File: src/rtl/ysyx22041405_if_id_buf_if.sv
// Fetch-to-decode handshake bundle for ysyx22041405_if_id_buf.
// Latency: none, wires only. Backpressure: in_ready toward fetch, out_ready from decode.
// Flush travels with the bundle because it qualifies both sides of the same transfer.
interface ysyx22041405_if_id_buf_if #(
    parameter int WIDTH = 32
);
    logic             in_valid;
    logic             in_ready;
    logic [WIDTH-1:0] in_pc;
    logic [WIDTH-1:0] in_inst;
    logic             out_valid;
    logic             out_ready;
    logic [WIDTH-1:0] out_pc;
    logic [WIDTH-1:0] out_inst;
    logic             flush;

    // Buffer side.
    modport slave (
        input  in_valid, in_pc, in_inst, out_ready, flush,
        output in_ready, out_valid, out_pc, out_inst
    );

    // Fetch/decode side.
    modport master (
        output in_valid, in_pc, in_inst, out_ready, flush,
        input  in_ready, out_valid, out_pc, out_inst
    );
endinterface

File: src/rtl/ysyx22041405_if_id_buf.sv
// Two-entry IF/ID skid buffer (head + skid), strict FIFO order, flush drops everything.
// Latency: 1 cycle from accept to out_valid when empty. Backpressure: in_ready is a decoded state flop, no comb path from out_ready.
// Optional decode-stall counter on perf_stall_cnt when IFID_PERF_EN is defined.
module ysyx22041405_if_id_buf #(
    parameter int WIDTH = 32
) (
    input  logic                        clk,
    input  logic                        rst,
    ysyx22041405_if_id_buf_if.slave     bus
`ifdef IFID_PERF_EN
    ,
    output logic [31:0]                 perf_stall_cnt
`endif
);

    // Bit 0 = head occupied, bit 1 = skid occupied, so both flags come straight off flops.
    typedef enum logic [1:0] {
        S_EMPTY = 2'b00,
        S_ONE   = 2'b01,
        S_TWO   = 2'b11
    } state_t;

    state_t           r_state;
    state_t           w_state_nxt;
    logic             w_in_ready;
    logic             w_out_valid;
    logic             w_in_fire;
    logic             w_out_fire;
    logic             w_ld_h_in;
    logic             w_ld_h_s;
    logic             w_ld_s;
    logic [WIDTH-1:0] r_h_pc;
    logic [WIDTH-1:0] r_h_inst;
    logic [WIDTH-1:0] r_s_pc;
    logic [WIDTH-1:0] r_s_inst;

    assign w_in_fire  = bus.in_valid & w_in_ready;
    assign w_out_fire = w_out_valid & bus.out_ready;

    always_ff @(posedge clk or posedge rst) begin
        if (rst) begin
            r_state <= S_EMPTY;
        end else begin
            r_state <= w_state_nxt;
        end
    end

    always_comb begin
        w_state_nxt = r_state;
        w_ld_h_in   = 1'b0;
        w_ld_h_s    = 1'b0;
        w_ld_s      = 1'b0;
        if (bus.flush) begin
            w_state_nxt = S_EMPTY;
        end else begin
            unique case (r_state)
                S_EMPTY: begin
                    if (w_in_fire) begin
                        w_ld_h_in   = 1'b1;
                        w_state_nxt = S_ONE;
                    end
                end
                S_ONE: begin
                    if (w_in_fire && w_out_fire) begin
                        w_ld_h_in   = 1'b1;
                    end else if (w_in_fire) begin
                        w_ld_s      = 1'b1;
                        w_state_nxt = S_TWO;
                    end else if (w_out_fire) begin
                        w_state_nxt = S_EMPTY;
                    end
                end
                S_TWO: begin
                    if (w_out_fire) begin
                        w_ld_h_s    = 1'b1;
                        w_state_nxt = S_ONE;
                    end
                end
                default: w_state_nxt = S_EMPTY;
            endcase
        end
    end

    always_comb begin
        w_in_ready  = ~r_state[1];
        w_out_valid = r_state[0];
    end

    // Payloads are left untouched by flush; only the state forgets them.
    always_ff @(posedge clk or posedge rst) begin
        if (rst) begin
            r_h_pc   <= '0;
            r_h_inst <= '0;
            r_s_pc   <= '0;
            r_s_inst <= '0;
        end else begin
            if (w_ld_h_in) begin
                r_h_pc   <= bus.in_pc;
                r_h_inst <= bus.in_inst;
            end else if (w_ld_h_s) begin
                r_h_pc   <= r_s_pc;
                r_h_inst <= r_s_inst;
            end
            if (w_ld_s) begin
                r_s_pc   <= bus.in_pc;
                r_s_inst <= bus.in_inst;
            end
        end
    end

    assign bus.in_ready  = w_in_ready;
    assign bus.out_valid = w_out_valid;
    assign bus.out_pc    = r_h_pc;
    assign bus.out_inst  = r_h_inst;

`ifdef IFID_PERF_EN
    logic [31:0] r_stall_cnt;

    // Free-running wrap; flush deliberately does not clear it.
    always_ff @(posedge clk or posedge rst) begin
        if (rst) begin
            r_stall_cnt <= '0;
        end else if (w_out_valid && !bus.out_ready) begin
            r_stall_cnt <= r_stall_cnt + 32'd1;
        end
    end

    assign perf_stall_cnt = r_stall_cnt;
`endif

endmodule
File: src/flat_wrapper.sv
// flat-port wrapper written by rule: the top's interface ports become plain ports
module ysyx22041405_if_id_buf_flat 
#(
    parameter int WIDTH = 32
)
  (clk, rst, bus_in_valid, bus_in_pc, bus_in_inst, bus_out_ready, bus_flush, bus_in_ready, bus_out_valid, bus_out_pc, bus_out_inst);
  ysyx22041405_if_id_buf_if #(.WIDTH(WIDTH)) bus_i ();
  input  logic clk;
  input  logic rst;
  input wire logic [$bits(bus_i.in_valid)-1:0] bus_in_valid;
  input wire logic [$bits(bus_i.in_pc)-1:0] bus_in_pc;
  input wire logic [$bits(bus_i.in_inst)-1:0] bus_in_inst;
  input wire logic [$bits(bus_i.out_ready)-1:0] bus_out_ready;
  input wire logic [$bits(bus_i.flush)-1:0] bus_flush;
  output wire logic [$bits(bus_i.in_ready)-1:0] bus_in_ready;
  output wire logic [$bits(bus_i.out_valid)-1:0] bus_out_valid;
  output wire logic [$bits(bus_i.out_pc)-1:0] bus_out_pc;
  output wire logic [$bits(bus_i.out_inst)-1:0] bus_out_inst;
  assign bus_i.in_valid = bus_in_valid;
  assign bus_i.in_pc = bus_in_pc;
  assign bus_i.in_inst = bus_in_inst;
  assign bus_i.out_ready = bus_out_ready;
  assign bus_i.flush = bus_flush;
  assign bus_in_ready = bus_i.in_ready;
  assign bus_out_valid = bus_i.out_valid;
  assign bus_out_pc = bus_i.out_pc;
  assign bus_out_inst = bus_i.out_inst;
  ysyx22041405_if_id_buf #(.WIDTH(WIDTH)) u_core (.clk(clk), .rst(rst), .bus(bus_i));
endmodule
File: config.mk
export PLATFORM = sky130hd
export DESIGN_NAME = ysyx22041405_if_id_buf_flat
export DESIGN_NICKNAME = d
export VERILOG_FILES = /design/src/rtl/ysyx22041405_if_id_buf_if.sv /design/src/rtl/ysyx22041405_if_id_buf.sv /design/src/flat_wrapper.sv
export SDC_FILE = /design/constraint.sdc
export NUM_CORES = 1
export LEC_CHECK = 0
export ABC_AREA = 0
export BUFFER_PORTS_ARGS = -buffer_cell sky130_fd_sc_hd__buf_2
export CAP_MARGIN = 5
export CORE_UTILIZATION = 50
export CTS_BUF_LIST = sky130_fd_sc_hd__clkbuf_4
export DETAILED_ROUTE_END_ITERATION = 10
export MAX_ROUTING_LAYER = met4
export PLACE_DENSITY = 0.74
export SYNTH_ARGS = -nofsm -noshare
export SYNTH_HDL_FRONTEND = slang
export SYNTH_SLANG_ARGS = --single-unit
File: constraint.sdc
create_clock -name clk -period 5 [get_ports clk]
set_clock_uncertainty 0.05 [all_clocks]
set_input_delay 0.75 -clock clk [delete_from_list [all_inputs] [get_ports clk]]
set_output_delay 0.75 -clock clk [all_outputs]
set_load 0.02 [all_outputs]
==> results.md, run 1 <==
- The run finished with clean final reports.
- The top cell types in the final layout, fill and taps aside, are sky130_fd_sc_hd__buf_2 (134), sky130_fd_sc_hd__dfrtp_1 (130), sky130_fd_sc_hd__nand2_1 (66).
- The via count of the first global-routing pass was 3899.
- The maximum number of pins on one net before global-route repair is 89.
- The internal power is 2.60 mW.
- Summed over all cells, the static leakage comes to 3.52 nW.
- The tightest slew margin relative to the limit is 0.407.
- Before antenna repair, the detailed router went through 4 iterations.
- For the pin with the worst max-slew slack, the measured transition is ~0.9 ns.
- The CTS H-tree depth is 4.
- The initial cell density of the core is 0.524.
- After routing, the total negative slack on setup checks comes to 0 ns.
- The share of total power in sequential cells is 0.455.
- The worst hold margin is 0.228 ns.
- The total clock sinks is 130.
- The final weighted congestion of routability-driven global placement is between 0.8 and 0.9.
- The clock latency on the worst-skew pair is 0.50 ns.
- The overall fraction of global-route tracks in use is 0.217.
- The longest clock path from root to sink contains 2 buffers.
- The netlist uses 22 different library cells.
- After synthesis the cells add up to 5510 sq um.
- The floorplan step defined a die boundary enclosing 11400 sq um.
- Once detailed placement completed, the half-perimeter wirelength came to 7.38 mm.
- Based on the critical path, the design can be clocked at up to between 0.3 and 0.4 GHz.
- In this run the post-CTS setup repair buffer count came out at 0.
- The number of top-level design ports is 135.
- Along the worst path, the maximum fanout reaches 35.
- Of the cells placed in the final design, the portion with a size suffix greater than 1 is 0.410.
- The final-report hold violation count is 0.
- The worst path arrival time is 3.16 ns.
- Setup repair after global routing left no endpoint under its margin.
- The width of the chip is 107 um.
- The root buffer cell chosen for the clock tree is sky130_fd_sc_hd__clkbuf_4.
- The endpoint kind of the worst setup timing path is a flop.
- For this design the total switching power over the nets is 1.40 mW.
- The iteration-0 DRC count of the detailed router is about 160.
- Dividing the detail-routed wire length by the instance count gives 15.4 um.
- The die is 107 um tall.
- The cell area power density is 607 nW/um^2.
- The final max-slew violation count came to 0.
- The share of flip-flops with an asynchronous set or reset is 1.00.
- The count of endpoints failing setup in the final report is 0.
- The switching share of power is 0.351.
- The number of buffers added by the clock tree synthesis step is 17.
- The clock-pin slew reported for the worst setup and hold paths after clock tree synthesis is roughly 0.11 ns.
- The Yosys warning count is 0.
- The synthesized instance count is 435.
- Of the available clock period, the critical path in the final layout requires 0.566.
- For this run, the leading register cell type out of synthesis is sky130_fd_sc_hd__dfrtp_1.
- Of the total power, the clock network draws 0.208.
- The final wirelength is 11.0 mm.
- The quantity of I/O buffers inserted on ports is 134.
- The final net count is 640.
- Synthesis produced a netlist with a net count of 508.
- In this design, the stage delay of the slowest critical-path cell is approximately 0.66 ns.
- The worst setup timing slack at the placement stage is between 2 and 2.5 ns.
- The initial antenna violation count is 0.
- The tool flagged a number of max-cap violations equal to 0.
- The largest delay contributor family on the critical path is simple AND/OR/NAND/NOR gates.
- The cell at the slowest stage of the critical path is sky130_fd_sc_hd__nand2_2.
- The most common library cell in the layout ignoring fill and taps is sky130_fd_sc_hd__buf_2.
- The buffers plus inverters on the worst setup path is 2.
- In this run the remaining antenna-violating nets after routing total 0.
- The critical path is of the flop to flop type.
- The number of synthesized register bits is 130.
- Summed over all layers, the global routing overflow is 0.
- The path class of the tightest hold or removal check is input pin to asynchronous set/reset pin.
- For this run, the register share of the synthesized area comes to 0.591.
- The worst voltage drop across the vdd grid is 0.281 mV.
- The worst-case setup margin in the final layout is 2.17 ns.
- The area added between synthesis and finish is 19.8%.
- TritonCTS built the clock tree.
- The core region is 10500 sq um.
- Hold repair after CTS inserted 0 buffers.
- For this run, design rule violations remaining after detail routing come to 0.
- The final critical path time including I/O delays and setup is 2.83 ns.
- The number of gates resized after CTS was 0.
- The number of placement rows is 37.
- The first global-routing pass estimated between 15 and 20 mm of wire.
- The part of the total power dissipated in combinational logic is 0.336.
- The critical path goes through inv_1, ha_1, and4bb_1, nand2_2, buf_4, mux2_2.
- The sort of element at the start of the critical path is a flop.
- At the worst endpoint, the required time is 5.33 ns.
- The routed via count divided by cell count is 5.21.
- After synthesis, the mean cell area works out to 12.7 sq um.
- The number of flops mapped to enable cells by yosys is 0.
- The number of inserted diodes is 0.
- The via total after detailed routing is 3731.
[worst register-to-register path: stages, from the launching register on]
cell,delay [ns]
sky130_fd_sc_hd__dfrtp_1,0.47
sky130_fd_sc_hd__inv_1,0.11
sky130_fd_sc_hd__ha_1,0.22
sky130_fd_sc_hd__and4bb_1,0.27
sky130_fd_sc_hd__nand2_2,0.66
sky130_fd_sc_hd__buf_4,0.53
sky130_fd_sc_hd__mux2_2,0.40
[kinds of logic after synthesis]
| logic type | synth area share |
|---|---|
| multiplexers | 0.251 |
| flip-flops | 0.591 |
| AND/OR/NAND/NOR | 0.0552 |
| AO/OA/AOI/OAI | 0.0638 |
| buffers and inverters | 0.0302 |
| adder cells (fa/ha/maj) | 0.00909 |
[Yosys cell counts, types with 3 or more instances]
library cell                 n  area (sq um)
sky130_fd_sc_hd__nand2_1    66           248
sky130_fd_sc_hd__mux2i_1    65           651
sky130_fd_sc_hd__buf_6       4          45.0
sky130_fd_sc_hd__o21ai_0    44           220
sky130_fd_sc_hd__o21ai_1    20           100
sky130_fd_sc_hd__inv_1       3          11.3
sky130_fd_sc_hd__clkbuf_1    4          15.0
sky130_fd_sc_hd__ha_1        4          50.1
sky130_fd_sc_hd__buf_2      19          95.1
sky130_fd_sc_hd__dfrtp_1   130          3250
sky130_fd_sc_hd__mux2_2     65           732
[layer usage]
layer	wire length [um]	part of all wire	GRT usage
met2	5620	0.51	0.355
met1	4670	0.42	0.250
met4	199	0.018	0.0783
met3	560	0.051	0.0711
met5	0	0	-
[final cells by class]
class / count / area (sq um)
Timing Repair Buffer: 140 / 716
Multi-Input combinational cell: 275 / 2100
Sequential cell: 130 / 3250
Clock inverter: 14 / 211
Tap cell: 136 / 170
Fill cell: 852 / 3910
Clock buffer: 18 / 135
Inverter: 3 / 13.8
[power by group through the flow]
stage	sequential, mW	clock, mW	combinational, mW
finish	1.82	0.834	1.35
detailed placement	1.85	0	1.36
floorplan	2.10	0	0.657
global placement	1.82	0	1.31
CTS	1.83	0.858	1.37
global route	1.89	0.905	1.49
[state kept, by name, summed over array words and instances (netlist names)]
register	count
u_core.bus.out_pc	32
u_core.r_state	2
u_core.r_s_pc	32
u_core.bus.out_inst	32
u_core.r_s_inst	32
[per-stage QoR]
step	instances	instance area, sq um	utilization	power [mW]
final	716	6600	0.628	4.00
after global routing	716	6600	0.628	4.28
after CTS	716	6600	0.628	4.05
after detailed placement	684	6250	0.595	3.21
after global placement	684	6250	0.595	3.13
after floorplan	435	5510	-	2.75
[final timing paths]
check	endpoint	cells after the start	slack, ns	start
worst max-delay path	u_core.r_s_pc[31]$_DFFE_PP0P_	6	2.17	u_core.r_state[1]$_DFFE_PP0P_
worst min-delay path	u_core.bus.out_pc[19]$_DFFE_PP0P_	2	0.23	rst
worst max register to register	u_core.r_s_pc[31]$_DFFE_PP0P_	6	2.17	u_core.r_state[1]$_DFFE_PP0P_
worst min register to register	u_core.r_s_pc[31]$_DFFE_PP0P_	1	0.46	u_core.r_s_pc[31]$_DFFE_PP0P_
max in group asynchronous	u_core.r_s_pc[12]$_DFFE_PP0P_	3	3.69	rst
min in group clk	u_core.bus.out_pc[9]$_DFFE_PP0P_	3	0.42	bus_in_pc[9]
Note: power is estimated with default switching activity, not from simulation.
==> inputs of run 2 (changes only) <==
ABC_AREA = 1   (was 0)
PLACE_DENSITY = 0.76   (was 0.74)
clock period = 2.6 ns   (was 5 ns; I/O delays follow)
==> run 2 against run 1 <==
Synthesized area grew 18%. Clock power grew 45%. Largest power group unchanged. Fmax grew 42%. First-iteration DRC count grew to 3.1 times the previous value. Routed wire length grew 42%. Design area grew 12%. Worst setup slack lost 1.6 ns. Register-to-register slack lost 1.6 ns. Hold slack lost 0.15 ns. Critical path type unchanged.
==> results.md, run 2 <==
- The HPWL reported at the end of detailed placement is 9.17 mm (+24%).
- The final routed wire length divided by cell count is 14.2 um (-8.2%).
- The required time of the worst setup path is 2.95 ns (-2.38 ns).
- After synthesis, the cell types taking the most area are sky130_fd_sc_hd__dfrtp_1 (50%), sky130_fd_sc_hd__nand2_1 (15%), sky130_fd_sc_hd__nand3_1 (10%), sky130_fd_sc_hd__nand4_1 (6.3%), sky130_fd_sc_hd__o21ai_0 (4.9%).
- The transition at the pin with the smallest max-transition slack is 0.774 ns (-0.112 ns).
- The worst setup path is launched from a flop.
- The endpoint kind of the worst setup timing path is a flop.
- The Yosys warning count is 0 (unchanged).
- The routed via count divided by cell count was 5.31 (+1.9%).
- The total clock sinks was 130 (unchanged).
- The leading register cell type out of synthesis is sky130_fd_sc_hd__dfrtp_1.
- The cell area power density is 1090 nW/um^2 (+79%).
- The cts-stage hold buffer count is 1 (+1).
- By instance count, the leading cell after synthesis is sky130_fd_sc_hd__nand2_1.
- The biggest fanout along the worst timing path is 46 (+31%).
- The xor/xnor share of the synthesized area was 0 (unchanged).
- The share of flip-flops with an asynchronous set or reset was 1.00 (unchanged).
- The complex-gate fraction of the synthesized area is 0.0509 (-0.0130).
- The fraction of synthesized area in multiplexers is 0 (-0.251).
- The average cell area after synthesis was 7.93 sq um (-37%).
- The iteration-0 DRC count of the detailed router is 499 (+210%).
- The detailed-route DRC error count is 0 (unchanged).
- The maximum clock frequency is 0.500 GHz (+42%).
- The number of buffers added by the clock tree synthesis step came to 17 (unchanged).
- The number of placement rows came to 41 (+11%).
- The arithmetic-cell share of the synthesized area counting full adders, half adders and majority gates came to 0.00771 (-0.00138).
- The wire length of the first global-routing pass is 26.3 mm (+41%).
- The worst voltage drop across the vdd grid was 0.597 mV (+110%).
- Leaving out fill and tap cells, the most frequent cells in the layout are sky130_fd_sc_hd__nand2_1 (266), sky130_fd_sc_hd__buf_2 (134), sky130_fd_sc_hd__nand3_1 (133).
- The clock-pin slew reported for the worst setup and hold paths after clock tree synthesis is 0.12 ns (about the same).
- The tightest slew margin relative to the limit is 0.483 (+0.0759).
- The overall fraction of global-route tracks in use was 0.257 (+0.0400).
- The number of buffers between clock root and the deepest sink was 2 (unchanged).
- The floorplan die height is 116 um (+8.4%).
- The area added between synthesis and finish is 14.1%.
- The final net count is 992 (+55%).
- sky130_fd_sc_hd__dfrtp_1 takes more of the synthesized area than any other cell.
- The area enclosed by the die boundary was 13400 sq um (+18%).
- The post-CTS setup buffer count is 0 (unchanged).
- The cell area after synthesis is 6490 sq um (+18%).
- The fraction of final layout cells sized beyond drive strength 1 was 0.206 (-0.204).
- The quantity of I/O buffers inserted on ports is 134 (unchanged).
- The overall power consumption was 8.07 mW (+100%).
- The number of library cell types mapped by synthesis was 20 (-9.1%).
- CTS placed an instance of sky130_fd_sc_hd__clkbuf_4 at the clock tree root.
- The area fraction in and, or, nand and nor cells after synthesis is 0.333 (+0.277).
- The path type of the worst setup path is flop to flop.
- The initial cell density of the core is 0.514 (-0.00963).
- The synthesized instance count came to 819 (+88%).
- The number of synthesized register bits is 130 (unchanged).
- The most common library cell in the layout ignoring fill and taps is sky130_fd_sc_hd__nand2_1.
- Setup repair after global routing left no endpoint under its margin.
- The number of maximum-capacitance constraint violations is 0 (unchanged).
- The initial antenna violation count is 0 (unchanged).
- The final wirelength is 15.6 mm (+42%).
- The width of the chip is 116 um (+8.4%).
- The sequential fraction of the synthesis area is 0.501 (-0.0896).
- The final-report hold violation count was 0 (unchanged).
- The run finished with clean final reports.
- The CTS H-tree depth came to 4 (unchanged).
- The number of top-level design ports came to 135 (unchanged).
- The number of nets with antenna violations after routing came to 0 (unchanged).
- The number of flops mapped to enable cells by yosys was 0 (unchanged).
- The final weighted congestion of routability-driven global placement was 0.803 (-1.7%).
- The net count after synthesis is 892 (+76%).
- The count of filler cells inserted in the layout is 1183 (+39%).
- The area of the core is 12600 sq um (+20%).
- By count the netlist is led by sky130_fd_sc_hd__nand2_1 (266), sky130_fd_sc_hd__nand3_1 (134), sky130_fd_sc_hd__dfrtp_1 (130), sky130_fd_sc_hd__inv_1 (70), sky130_fd_sc_hd__nand4_1 (65).
- The number of inserted diodes is 0 (unchanged).
- The final period utilization is 0.769 (+0.203).
- The remaining global-route overflow came to 0 (unchanged).
- By area, the combinational part of the netlist is dominated by simple AND/OR/NAND/NOR gates.
- The worst path arrival time is 2.35 ns (-0.81 ns).
- The total negative setup slack is 0 ns (unchanged).
- The final critical path time including I/O delays and setup is 2.00 ns (-0.832 ns).
- The number of instances resized during post-cts repair came to 0 (unchanged).
- The via total after detailed routing is 5861 (+57%).
- The count of endpoints failing setup in the final report is 0 (unchanged).
- The final max-slew violation count is 0 (unchanged).
- TritonCTS built the clock tree.
- The clock latency on the worst-skew pair is 0.51 ns (about the same).
- The maximum number of pins on one net before global-route repair was 129 (+45%).
- The via count of the first global-routing pass is 5408 (+39%).
- In this run the worst hold path is classified as input pin to flop.
- The proportion of netlist area held by the largest area contributor came to 0.501 (-0.0896).
- The static leakage is 4.07 nW (+16%).
- The count of TritonRoute iterations in the first routing pass was 5 (+1).
==> run 2: cell types whose count changed in the layout (fill, tap and decap cells not counted), moves of 4 or more <==
cell	before	now
sky130_fd_sc_hd__mux2i_1	65	0
sky130_fd_sc_hd__o21ai_1	20	0
sky130_fd_sc_hd__inv_2	0	5
sky130_fd_sc_hd__o21ai_0	44	64
sky130_fd_sc_hd__mux2_2	65	0
sky130_fd_sc_hd__bufinv_16	5	1
sky130_fd_sc_hd__inv_1	2	69
sky130_fd_sc_hd__buf_12	0	6
sky130_fd_sc_hd__nand3_1	1	133
sky130_fd_sc_hd__nand2_1	66	266
sky130_fd_sc_hd__nand4_1	0	65
==> run 2: final cells by class <==
cell class	instances	area [sq um]	area share
flip-flops and latches	130	3250	0.439
clock inverters	13	95.1	0.0128
clock buffers	19	143	0.0193
multi-input cells	546	2560	0.345
well taps	172	215	0.0290
inverters	75	285	0.0385
repair buffers	149	861	0.116
==> run 2: report_power, final <==
group          internal (mW)  switching, mW
registers               3.05          0.588
clock network          0.474          0.732
logic                   1.19           2.04
total                   4.71           3.36
==> run 2: cell families after synthesis <==
family          Yosys count
buf+inv                 143
simple gates            476
compound gates           66
flops                   130
fa+ha+maj                 4
==> run 2: per-layer routing <==
layer,part of all wire,vias to the layer above,track usage
met4,0.015,0,0.0829
li1,-,2881,-
met5,0,-,-
met1,0.45,2732,0.350
met3,0.063,22,0.0502
met2,0.47,226,0.386
==> run 2: final timing paths <==
path                                                from                                  to  slack (ns)  cells after the start
max                        u_core.r_state[0]$_DFFE_PP0P_  u_core.bus.out_inst[9]$_DFFE_PP0P_        0.60                     10
min in group asynchronous                            rst      u_core.r_s_inst[0]$_DFFE_PP0P_        0.51                      3
max reg2reg                u_core.r_state[0]$_DFFE_PP0P_  u_core.bus.out_inst[9]$_DFFE_PP0P_        0.60                     10
min reg2reg                 u_core.r_s_pc[4]$_DFFE_PP0P_        u_core.r_s_pc[4]$_DFFE_PP0P_        0.45                      2
min                                        bus_in_pc[10]       u_core.r_s_pc[10]$_DFFE_PP0P_        0.08                      3
max in group asynchronous                            rst      u_core.r_s_inst[8]$_DFFE_PP0P_        1.28                      4
==> run 2: critical path: stages (launching register included) <==
cell and delay [ns]:
sky130_fd_sc_hd__dfrtp_1 0.46, sky130_fd_sc_hd__inv_1 0.11, sky130_fd_sc_hd__ha_1 0.14, sky130_fd_sc_hd__inv_1 0.03, sky130_fd_sc_hd__nor2_1 0.24, sky130_fd_sc_hd__nand2_4 0.11
sky130_fd_sc_hd__nand2_4 0.22, sky130_fd_sc_hd__buf_12 0.27, sky130_fd_sc_hd__nand2_1 0.10, sky130_fd_sc_hd__nand2_1 0.08, sky130_fd_sc_hd__nand2_1 0.06
==> run 2: metrics by stage <==
stage / util / setup WS, ns / area (sq um) / cells / hold slack, ns
2_1_floorplan: - / 0.551 / 6500 / 819 / 0.404
5_1_grt: 0.587 / 0.453 / 7410 / 1104 / 0.0463
4_1_cts: 0.587 / 0.580 / 7410 / 1104 / 0.0352
6_report: 0.587 / 0.602 / 7410 / 1104 / 0.0786
3_3_place_gp: 0.568 / 0.694 / 7160 / 1071 / 0.415
3_5_place_dp: 0.568 / 0.656 / 7160 / 1071 / 0.424
